[src/rtl/pipe_pkg.sv]
// Shared types and payload layout for the elastic pipeline-stage registers.
// Latency: none (types and constants only).
// Backpressure: not applicable.
package pipe_pkg;

  // Occupancy of one stage: nothing held, main entry held, main and skid held.
  typedef enum logic [1:0] {
    EMPTY = 2'd0,
    FULL  = 2'd1,
    SKID  = 2'd2
  } pipe_state_t;

  // IF/ID payload layout: pc[15:0], instr[15:0], rsValid, rtValid, writeRegValid.
  localparam int PC_LSB         = 19;
  localparam int INSTR_LSB      = 3;
  localparam int RSV_BIT        = 2;
  localparam int RTV_BIT        = 1;
  localparam int WRV_BIT        = 0;
  localparam int IFID_PAYLOAD_W = 35;

endpackage

[src/rtl/pipe_stage_entry.sv]
// One payload entry: load-enable register with synchronous clear to RST_VAL.
// Latency: 1 cycle from load to value.
// Backpressure: none; the owner decides when to load.
module pipe_stage_entry #(
  parameter int                   PAYLOAD_W = 35,
  parameter logic [PAYLOAD_W-1:0] RST_VAL   = '0
) (
  input  logic                 clk,
  input  logic                 rst,
  input  logic                 clear,
  input  logic                 load,
  input  logic [PAYLOAD_W-1:0] data,
  output logic [PAYLOAD_W-1:0] value
);

  // Reset and clear share the same reload value; clear wins over load.
  always_ff @(posedge clk) begin
    if (rst || clear) begin
      value <= RST_VAL;
    end else if (load) begin
      value <= data;
    end
  end

endmodule

[src/rtl/pipe_stage_reg.sv]
// Elastic pipeline-stage register (main + optional skid entry) with flush; optional stall counter under PIPE_STAGE_STALL_CNT_EN.
// Latency: 1 cycle in_data -> out_data; out_valid/out_data come straight from flops.
// Backpressure: out_ready=0 holds the output; with SKID_EN the skid entry absorbs one extra beat and in_ready depends only on state.
module pipe_stage_reg
  import pipe_pkg::*;
#(
  parameter int                   PAYLOAD_W = IFID_PAYLOAD_W,
  parameter int                   SKID_EN   = 1,
  parameter logic [PAYLOAD_W-1:0] RST_VAL   = '0
) (
  input  logic                 clk,
  input  logic                 rst,
  input  logic                 in_valid,
  output logic                 in_ready,
  input  logic [PAYLOAD_W-1:0] in_data,
  input  logic                 flush,
  output logic                 out_valid,
  input  logic                 out_ready,
  output logic [PAYLOAD_W-1:0] out_data,
  output logic [15:0]          stall_cnt
);

  pipe_state_t          state;
  pipe_state_t          nextState;
  logic                 outValidQ;
  logic                 accept;
  logic                 drain;
  logic                 mainLoad;
  logic                 skidLoad;
  logic [PAYLOAD_W-1:0] mainNext;
  logic [PAYLOAD_W-1:0] mainQ;
  logic [PAYLOAD_W-1:0] skidQ;

  // With a skid entry, ready is a pure function of the state register;
  // without it, a full stage can only take a beat while one leaves.
  assign in_ready  = (SKID_EN != 0) ? (state != SKID)
                                    : ((state == EMPTY) || out_ready);
  assign accept    = in_valid && in_ready;
  assign drain     = outValidQ && out_ready;
  assign out_valid = outValidQ;
  assign out_data  = mainQ;

  // State register; rst and flush both return the stage to EMPTY.
  always_ff @(posedge clk) begin
    if (rst) begin
      state <= EMPTY;
    end else begin
      state <= nextState;
    end
  end

  // out_valid kept as its own flop so the output is not decoded from state.
  always_ff @(posedge clk) begin
    if (rst) begin
      outValidQ <= 1'b0;
    end else begin
      outValidQ <= (nextState != EMPTY);
    end
  end

  // Next-state and entry load controls; flush overrides every transition.
  always_comb begin
    nextState = state;
    mainLoad  = 1'b0;
    skidLoad  = 1'b0;
    mainNext  = in_data;
    if (flush) begin
      nextState = EMPTY;
    end else begin
      case (state)
        EMPTY: begin
          if (accept) begin
            nextState = FULL;
            mainLoad  = 1'b1;
          end
        end
        FULL: begin
          if (accept && drain) begin
            mainLoad = 1'b1;
          end else if (drain) begin
            nextState = EMPTY;
          end else if (accept && (SKID_EN != 0)) begin
            nextState = SKID;
            skidLoad  = 1'b1;
          end
        end
        SKID: begin
          if (drain) begin
            nextState = FULL;
            mainLoad  = 1'b1;
            mainNext  = skidQ;
          end
        end
        default: begin
          nextState = EMPTY;
        end
      endcase
    end
  end

  pipe_stage_entry #(
    .PAYLOAD_W (PAYLOAD_W),
    .RST_VAL   (RST_VAL)
  ) u_main (
    .clk   (clk),
    .rst   (rst),
    .clear (flush),
    .load  (mainLoad),
    .data  (mainNext),
    .value (mainQ)
  );

  generate
    if (SKID_EN != 0) begin : g_skid
      pipe_stage_entry #(
        .PAYLOAD_W (PAYLOAD_W),
        .RST_VAL   (RST_VAL)
      ) u_skid (
        .clk   (clk),
        .rst   (rst),
        .clear (flush),
        .load  (skidLoad),
        .data  (in_data),
        .value (skidQ)
      );
    end else begin : g_noskid
      assign skidQ = RST_VAL;
    end
  endgenerate

`ifdef PIPE_STAGE_STALL_CNT_EN
  logic [15:0] stallCntQ;

  // Saturating count of cycles where a held beat is refused; flush leaves it alone.
  always_ff @(posedge clk) begin
    if (rst) begin
      stallCntQ <= 16'h0000;
    end else if (outValidQ && !out_ready && (stallCntQ != 16'hFFFF)) begin
      stallCntQ <= stallCntQ + 16'h0001;
    end
  end

  assign stall_cnt = stallCntQ;
`else
  assign stall_cnt = 16'h0000;
`endif

endmodule

[config.mk]
export PLATFORM = sky130hd
export DESIGN_NAME = pipe_stage_reg
export DESIGN_NICKNAME = d
export VERILOG_FILES = /design/src/rtl/pipe_pkg.sv /design/src/rtl/pipe_stage_entry.sv /design/src/rtl/pipe_stage_reg.sv
export SDC_FILE = /design/constraint.sdc
export NUM_CORES = 1
export LEC_CHECK = 0
export ABC_AREA = 1
export BUFFER_PORTS_ARGS = -buffer_cell sky130_fd_sc_hd__buf_2
export CAP_MARGIN = 30
export CORE_MARGIN = 4
export CORE_UTILIZATION = 50
export CTS_BUF_LIST = sky130_fd_sc_hd__clkbuf_4
export CTS_CLUSTER_DIAMETER = 100
export DETAILED_ROUTE_END_ITERATION = 7
export PLACE_DENSITY_LB_ADDON = 0.15
export SYNTH_ARGS = -nofsm -noshare
export SYNTH_HDL_FRONTEND = slang
export SYNTH_SLANG_ARGS = --single-unit
[constraint.sdc]
create_clock -name clk -period 1.3 [get_ports clk]
set_input_delay 0.13 -clock clk [delete_from_list [all_inputs] [get_ports clk]]
set_output_delay 0.13 -clock clk [all_outputs]
set_load 0.03 [all_outputs]
==> impl_metrics.csv, run 1 <==
group,metric,value,unit
run_status,status,"complete, but fails checks",
run_status,violations,"setup timing",
worst_hold_path,hold_class,"in2reg",
worst_setup_path,critPathArrivalTime,1690,ps
flow_run,cap_violations,0,
worst_setup_path,start_kind,"flip-flop",
die,chipWidth,94.10,um
route,final_antenna_net_count,0,
timing,setup_viol,57,
pwr,power.leakage,2.490,nW
worst_setup_path,critical_path_required,1610,ps
clock_tree,path_clk_slew,120,ps
placement,dp_slack,-122.6,ps
worst_setup_path,reg2reg_depth,8,
synthesis,yosysUniqueCellTypes,20,
worst_setup_path,crit_slowest_cell,"dfxtp_4",
grt,grtUsageTotal,18.54,%
timing,setup_ws,-75.41,ps
die,core,7214,um^2
worst_setup_path,rr_startpoint,"state[0]",
pwr,finalPower,4.739,mW
synthesis,netlist_area,3706,um^2
grt,antenna_found_initial,0,
clock_tree,clk_latency,420,ps
synthesis,syn-instance-count,634,
timing,whs,25.95,ps
pwr,pwr_density_cell,957.5,nW/um^2
timing,max_freq,0.7271,GHz
timing,min_period_over_period,105.8,%
worst_setup_path,cpPeakStageDelay,410,ps
worst_setup_path,critPathKind,"reg2reg",
timing,period_minus_slack,1375,ps
timing,skew,10.98,ps
worst_hold_path,min_to,"g_skid.u_skid.value[13]",
layout,stdcell_count,837,
route,route.detailed.drc,0,
synthesis,synth_ff_type,"dfxtp_1",
synthesis,post-synth-top-count-cell,"nand2_1",
timing,rsz0062_at_grt,"true",
clock_tree,numCtsBuffers,9,
die,ioPinCount,93,
placement,hpwl,5074,um
worst_setup_path,crit_chain,"a21oi_4 -> inv_2 -> nor2_4 -> buf_12 -> clkbuf_16 -> nand2_1 -> nor2_1 -> nor2_1",
die,die_h,94.10,um
layout,nNetsFinal,773,
clock_tree,cts_max_level,3,
worst_setup_path,cp_common_cell,"nor2_1",
worst_setup_path,startpoint,"state[0]",
synthesis,synth_area_per_cell,5.846,um^2
route,vias,3633,
synthesis,yosysTopAreaCell,"dfxtp_1",
grt,grt_overflow,0,
route,wl_per_cell,11.29,um
synthesis,async_flop_share,0,%
synthesis,seq_area_frac_synth,39.43,%
grt,grt_pass1_vias,3052,
grt,grt_pass1_wl,13180,um
synthesis,synth_top_area_share,39.43,%
worst_setup_path,crit_path_end_kind,"flip-flop",
clock_tree,clock-sinks,73,
die,start_util,51.37,%
die,die-area,8854,um^2
layout,final_util,68.61,%
grt,grt_max_degree,49,
layout,area_growth,33.56,%
route,drt-initial-drc-count,177,
worst_setup_path,reg2reg_to,"u_main.value[31]",
synthesis,synth_edf_count,0,
die,rows,31,
synthesis,synth_common_cells,"215 x nand2_1, 178 x nor2_1, 110 x inv_1",
layout,drive_gt1_share,20.73,%
route,drt-pass1-iter-count,6,
clock_tree,cts_tree,"built",
placement,routabilityCongestion,0.7361,
synthesis,synthTopCellsByArea,"dfxtp_1 39%, nand2_1 22%, nor2_1 18%",
worst_setup_path,r2r_slack,-80,ps
placement,dp_cells,795,
timing,drv_slew,0,
layout,antennaDiodeCount,0,
route,wl,9448,um
worst_hold_path,min_from,"in_data[13]",
layout,fillers,640,
worst_hold_path,min_path_cells,5,
route,avgViaCountPerCell,4.341,
clock_tree,ctsRootBufferMaster,"clkbuf_4",
synthesis,synth_warnings,0,
synthesis,ys_ff_latch,73,
clock_tree,cts_max_path_buffers,2,
pwr,vdd_ir_drop_max,0.0005706,V
worst_setup_path,worstPathMaxFanout,7,
placement,numPortBuffers,76,
timing,finalHoldViolCount,0,
report_power, final:
part | total, mW | internal [mW] | switching, mW | leakage (nW)
Combinational | 0.836 | 0.331 | 0.505 | 1.81
Clock | 1.58 | 0.762 | 0.819 | 0.0824
Sequential | 2.32 | 2.29 | 0.0339 | 0.594
Total | 4.74 | 3.38 | 1.36 | 2.49
worst max-delay path by stage:
stage	endpoint	slack [ps]
after detailed placement	u_main.value[17]	-120
after global placement	g_skid.u_skid.value[16]	-50
after global routing	u_main.value[3]	-140
after CTS	g_skid.u_skid.value[21]	-40
final	u_main.value[31]	-80
after floorplan	u_main.value[0]	20
kinds of logic (layout without fill, tap and decap cells):
family                 Yosys count  after routing  synth area share [%]
DFF                             73             73                 39.43
other                            1             16                0.1012
buffers and inverters          155            244                 18.40
and+or+nand+nor                400            400                 41.26
AOI/OAI and AO/OA                5              5                0.8100
area by class of cell:
cell class	count	area (um^2)	share of cell area, %
clock buffer	9	67.56	1.365
tap	99	123.9	2.503
inverter	112	422.9	8.544
clock inverter	7	85.08	1.719
multi-input combinational	421	1743	35.21
sequential	73	1473	29.75
timing repair buffer	116	1035	20.90
cell usage in the layout, fill, tap and decap left out, drive strengths merged, types with 2 or more instances in the layout:
| master | instances |
|---|---|
| buf | 98 |
| dlygate4sd3 | 9 |
| inv | 112 |
| clkinv | 5 |
| bufinv | 2 |
| clkbuf | 18 |
| o21ai | 2 |
| conb | 16 |
| nand2 | 215 |
| a21oi | 2 |
| nor2 | 179 |
| nand3 | 3 |
| dfxtp | 73 |
worst max-delay path: cells and delay by family (launching register included):
kind / cells / cell delay, ps
flops: 1 / 410
simple gates: 4 / 300
compound gates: 1 / 190
buf+inv: 3 / 370
routing by layer:
layer | up-vias | routed length [um] | track usage, %
met5 | - | 0 | 0
met3 | 7 | 551 | 3.606
met4 | 0 | 85 | 7.341
met2 | 92 | 4629 | 31.93
li1 | 1961 | - | -
met1 | 1573 | 4181 | 22.60
per-stage QoR:
step	setup TNS, ps	cell area, um^2
detailed placement	-5643	4209
finish	-2160	4950
floorplan	0	3784
CTS	-729.1	4619
global route	-6255	4950
global placement	-1708	4209
registers in the layout, indices dropped and copies added (netlist names):
name,cells
u_main.value,35
g_skid.u_skid.value,35
state,2
out_valid,1
what timing repair did:
action / 4_1_cts / 5_1_grt
resized for setup: 23 / 24
hold buffers: 9 / 0
setup endpoints to repair: 71 / 70
setup buffers: 2 / 4
pin swaps: 5 / 12
endpoints found under the hold margin: 9 / 0
cloned: 2 / 11
No activity file was read; power rests on OpenSTA's default activity.
==> run 2: changes to the inputs <==
--- a/config.mk
+++ b/config.mk
@@ -13,7 +13,9 @@
 export CTS_BUF_LIST = sky130_fd_sc_hd__clkbuf_4
 export CTS_CLUSTER_DIAMETER = 100
 export DETAILED_ROUTE_END_ITERATION = 7
+export GPL_TIMING_DRIVEN = 0
 export PLACE_DENSITY_LB_ADDON = 0.15
+export RECOVER_POWER = 50
 export SYNTH_ARGS = -nofsm -noshare
 export SYNTH_HDL_FRONTEND = slang
 export SYNTH_SLANG_ARGS = --single-unit
==> impl_metrics.csv, run 2 (synthesis results as in run 1) <==
group,metric,value,unit
worst_setup_path,reg2reg_depth,9,
timing,setup_ws,-97.81,ps
worst_setup_path,crit_buf_inv,3,
layout,final_common_cell,"nand2_1",
timing,skew,14.21,ps
route,wl_per_cell,10.28,um
placement,hpwl,5858,um
flow_run,cap_violations,0,
route,drt-pass1-iter-count,4,
placement,dp_cells,824,
pwr,power.leakage,2.453,nW
worst_setup_path,crit_slowest_cell,"dfxtp_4",
grt,antenna_found_initial,0,
pwr,vdd_ir_drop_max,0.0005019,V
timing,period_minus_slack,1398,ps
route,vias,3649,
timing,max_slew.worst_pin.slew,692.5,ps
worst_hold_path,min_to,"g_skid.u_skid.value[8]",
route,wl,8817,um
timing,max_freq,0.7154,GHz
worst_setup_path,start_kind,"flip-flop",
run_status,violations,"setup timing",
die,chipWidth,94.10,um
worst_setup_path,path_delay_family,"simple AND/OR/NAND/NOR gates",
worst_setup_path,rr_startpoint,"state[1]",
die,die_h,94.10,um
clock_tree,numCtsBuffers,9,
worst_setup_path,crit_path_end_kind,"flip-flop",
die,start_util,51.37,%
clock_tree,cts_tree,"built",
route,drt-initial-drc-count,105,
placement,numPortBuffers,76,
worst_hold_path,min_path_cells,5,
clock_tree,ctsRootBufferMaster,"clkbuf_4",
worst_setup_path,reg2reg_to,"u_main.value[27]",
worst_setup_path,critPathKind,"reg2reg",
timing,slew_headroom,53.66,%
clock_tree,cts_max_level,3,
grt,grt_max_degree,13,
layout,antennaDiodeCount,0,
grt,grt_overflow,0,
layout,fillers,698,
die,rows,31,
layout,nNetsFinal,794,
clock_tree,path_clk_slew,120,ps
worst_setup_path,critical_path_required,1610,ps
worst_setup_path,r2r_slack,-100,ps
worst_setup_path,worstPathMaxFanout,8,
die,ioPinCount,93,
timing,finalHoldViolCount,0,
layout,drive_gt1_share,22.13,%
worst_setup_path,path_depth,9,
timing,drv_slew,0,
timing,rsz0062_at_grt,"true",
layout,area_growth,30.79,%
route,route.detailed.drc,0,
worst_hold_path,min_from,"in_data[8]",
layout,stdcell_count,858,
timing,min_period_over_period,107.5,%
clock_tree,cts_max_path_buffers,2,
grt,grt_pass1_wl,14310,um
worst_setup_path,cp_common_cell,"nand2_2",
grt,grt_pass1_vias,3323,
run_status,status,"complete, but fails checks",
worst_setup_path,critPathArrivalTime,1710,ps
route,avgViaCountPerCell,4.253,
die,core,7214,um^2
die,die-area,8854,um^2
route,final_antenna_net_count,0,
layout,final_cell_mix,"204 x nand2_1, 167 x nor2_1, 109 x inv_1",
worst_setup_path,cpPeakStageDelay,430,ps
placement,routabilityCongestion,0.7952,
timing,setup_viol,69,
grt,grtUsageTotal,20.44,%
clock_tree,clock-sinks,73,
clock_tree,clk_latency,400,ps
pwr,pwr_density_cell,931.6,nW/um^2
worst_hold_path,hold_class,"in2reg",
layout,largestRegisters,"g_skid.u_skid.value (35), u_main.value (35), state (2)",
timing,whs,21.59,ps
worst_setup_path,crit_chain,"inv_4 -> nand2_2 -> nand2_2 -> nor2_4 -> buf_12 -> buf_8 -> nand2_2 -> nor2_2 -> nor2_1",
==> run 2: cell type report <==
cell class	instances	area [um^2]	area share [%]
multi-input cells	421	1755	36.22
flip-flops and latches	73	1473	30.38
repair buffers	94	566.8	11.69
inverters	112	422.9	8.725
plain buffers	43	371.6	7.666
well taps	99	123.9	2.556
clock buffers	10	75.07	1.549
clock inverters	6	58.81	1.213
==> run 2: per-layer routing <==
metal | vias up | share of wire [%] | global-route usage, %
li1 | 1997 | - | -
met1 | 1531 | 44 | 24.48
met2 | 107 | 49 | 36.07
met3 | 14 | 6.2 | 3.766
met4 | 0 | 1.2 | 7.702
met5 | - | 0 | 0
==> run 2: tightest hold or removal path, stage by stage <==
cell and delay (ps):
buf_2 100, inv_1 40, nand2_1 40, nand2_1 50, nor2_1 30
==> run 2: report_power, final <==
group | leakage (nW) | internal, mW | switching (mW) | total, mW
logic | 1.79 | 0.315 | 0.496 | 0.811
clock network | 0.0698 | 0.595 | 0.789 | 1.38
registers | 0.594 | 2.29 | 0.0326 | 2.32
==> run 2: what timing repair did <==
| item | 4_1_cts | 5_1_grt |
|---|---|---|
| endpoints found under the setup margin | 71 | 71 |
| hold buffers | 3 | 1 |
| gates cloned | 3 | 1 |
| pin swaps | 6 | 19 |
| setup buffers | 8 | 2 |
| hold endpoints to repair | 5 | 1 |
| gates resized for setup | 43 | 40 |
==> run 2: worst max path at each step <==
| stage | start | endpoint |
|---|---|---|
| 6_report | state[1] | u_main.value[27] |
| 5_1_grt | state[0] | u_main.value[17] |
| 4_1_cts | state[0] | u_main.value[4] |
| 3_5_place_dp | flush | u_main.value[18] |
| 3_3_place_gp | flush | u_main.value[16] |
| 2_1_floorplan | out_valid | u_main.value[0] |
==> run 2: per-stage QoR <==
step | cell area [um^2] | utilization [%] | setup WS (ps) | setup TNS, ps | power, mW
after floorplan | 3784 | - | 22.56 | 0 | 2.870
after global placement | 4288 | 59.43 | -263.0 | -14680 | 3.051
after detailed placement | 4288 | 59.43 | -295.7 | -15390 | 3.059
after CTS | 4687 | 64.97 | -47.25 | -912.9 | 4.502
after global routing | 4847 | 67.19 | -162.5 | -6979 | 4.757
final | 4847 | 67.19 | -97.81 | -2624 | 4.516
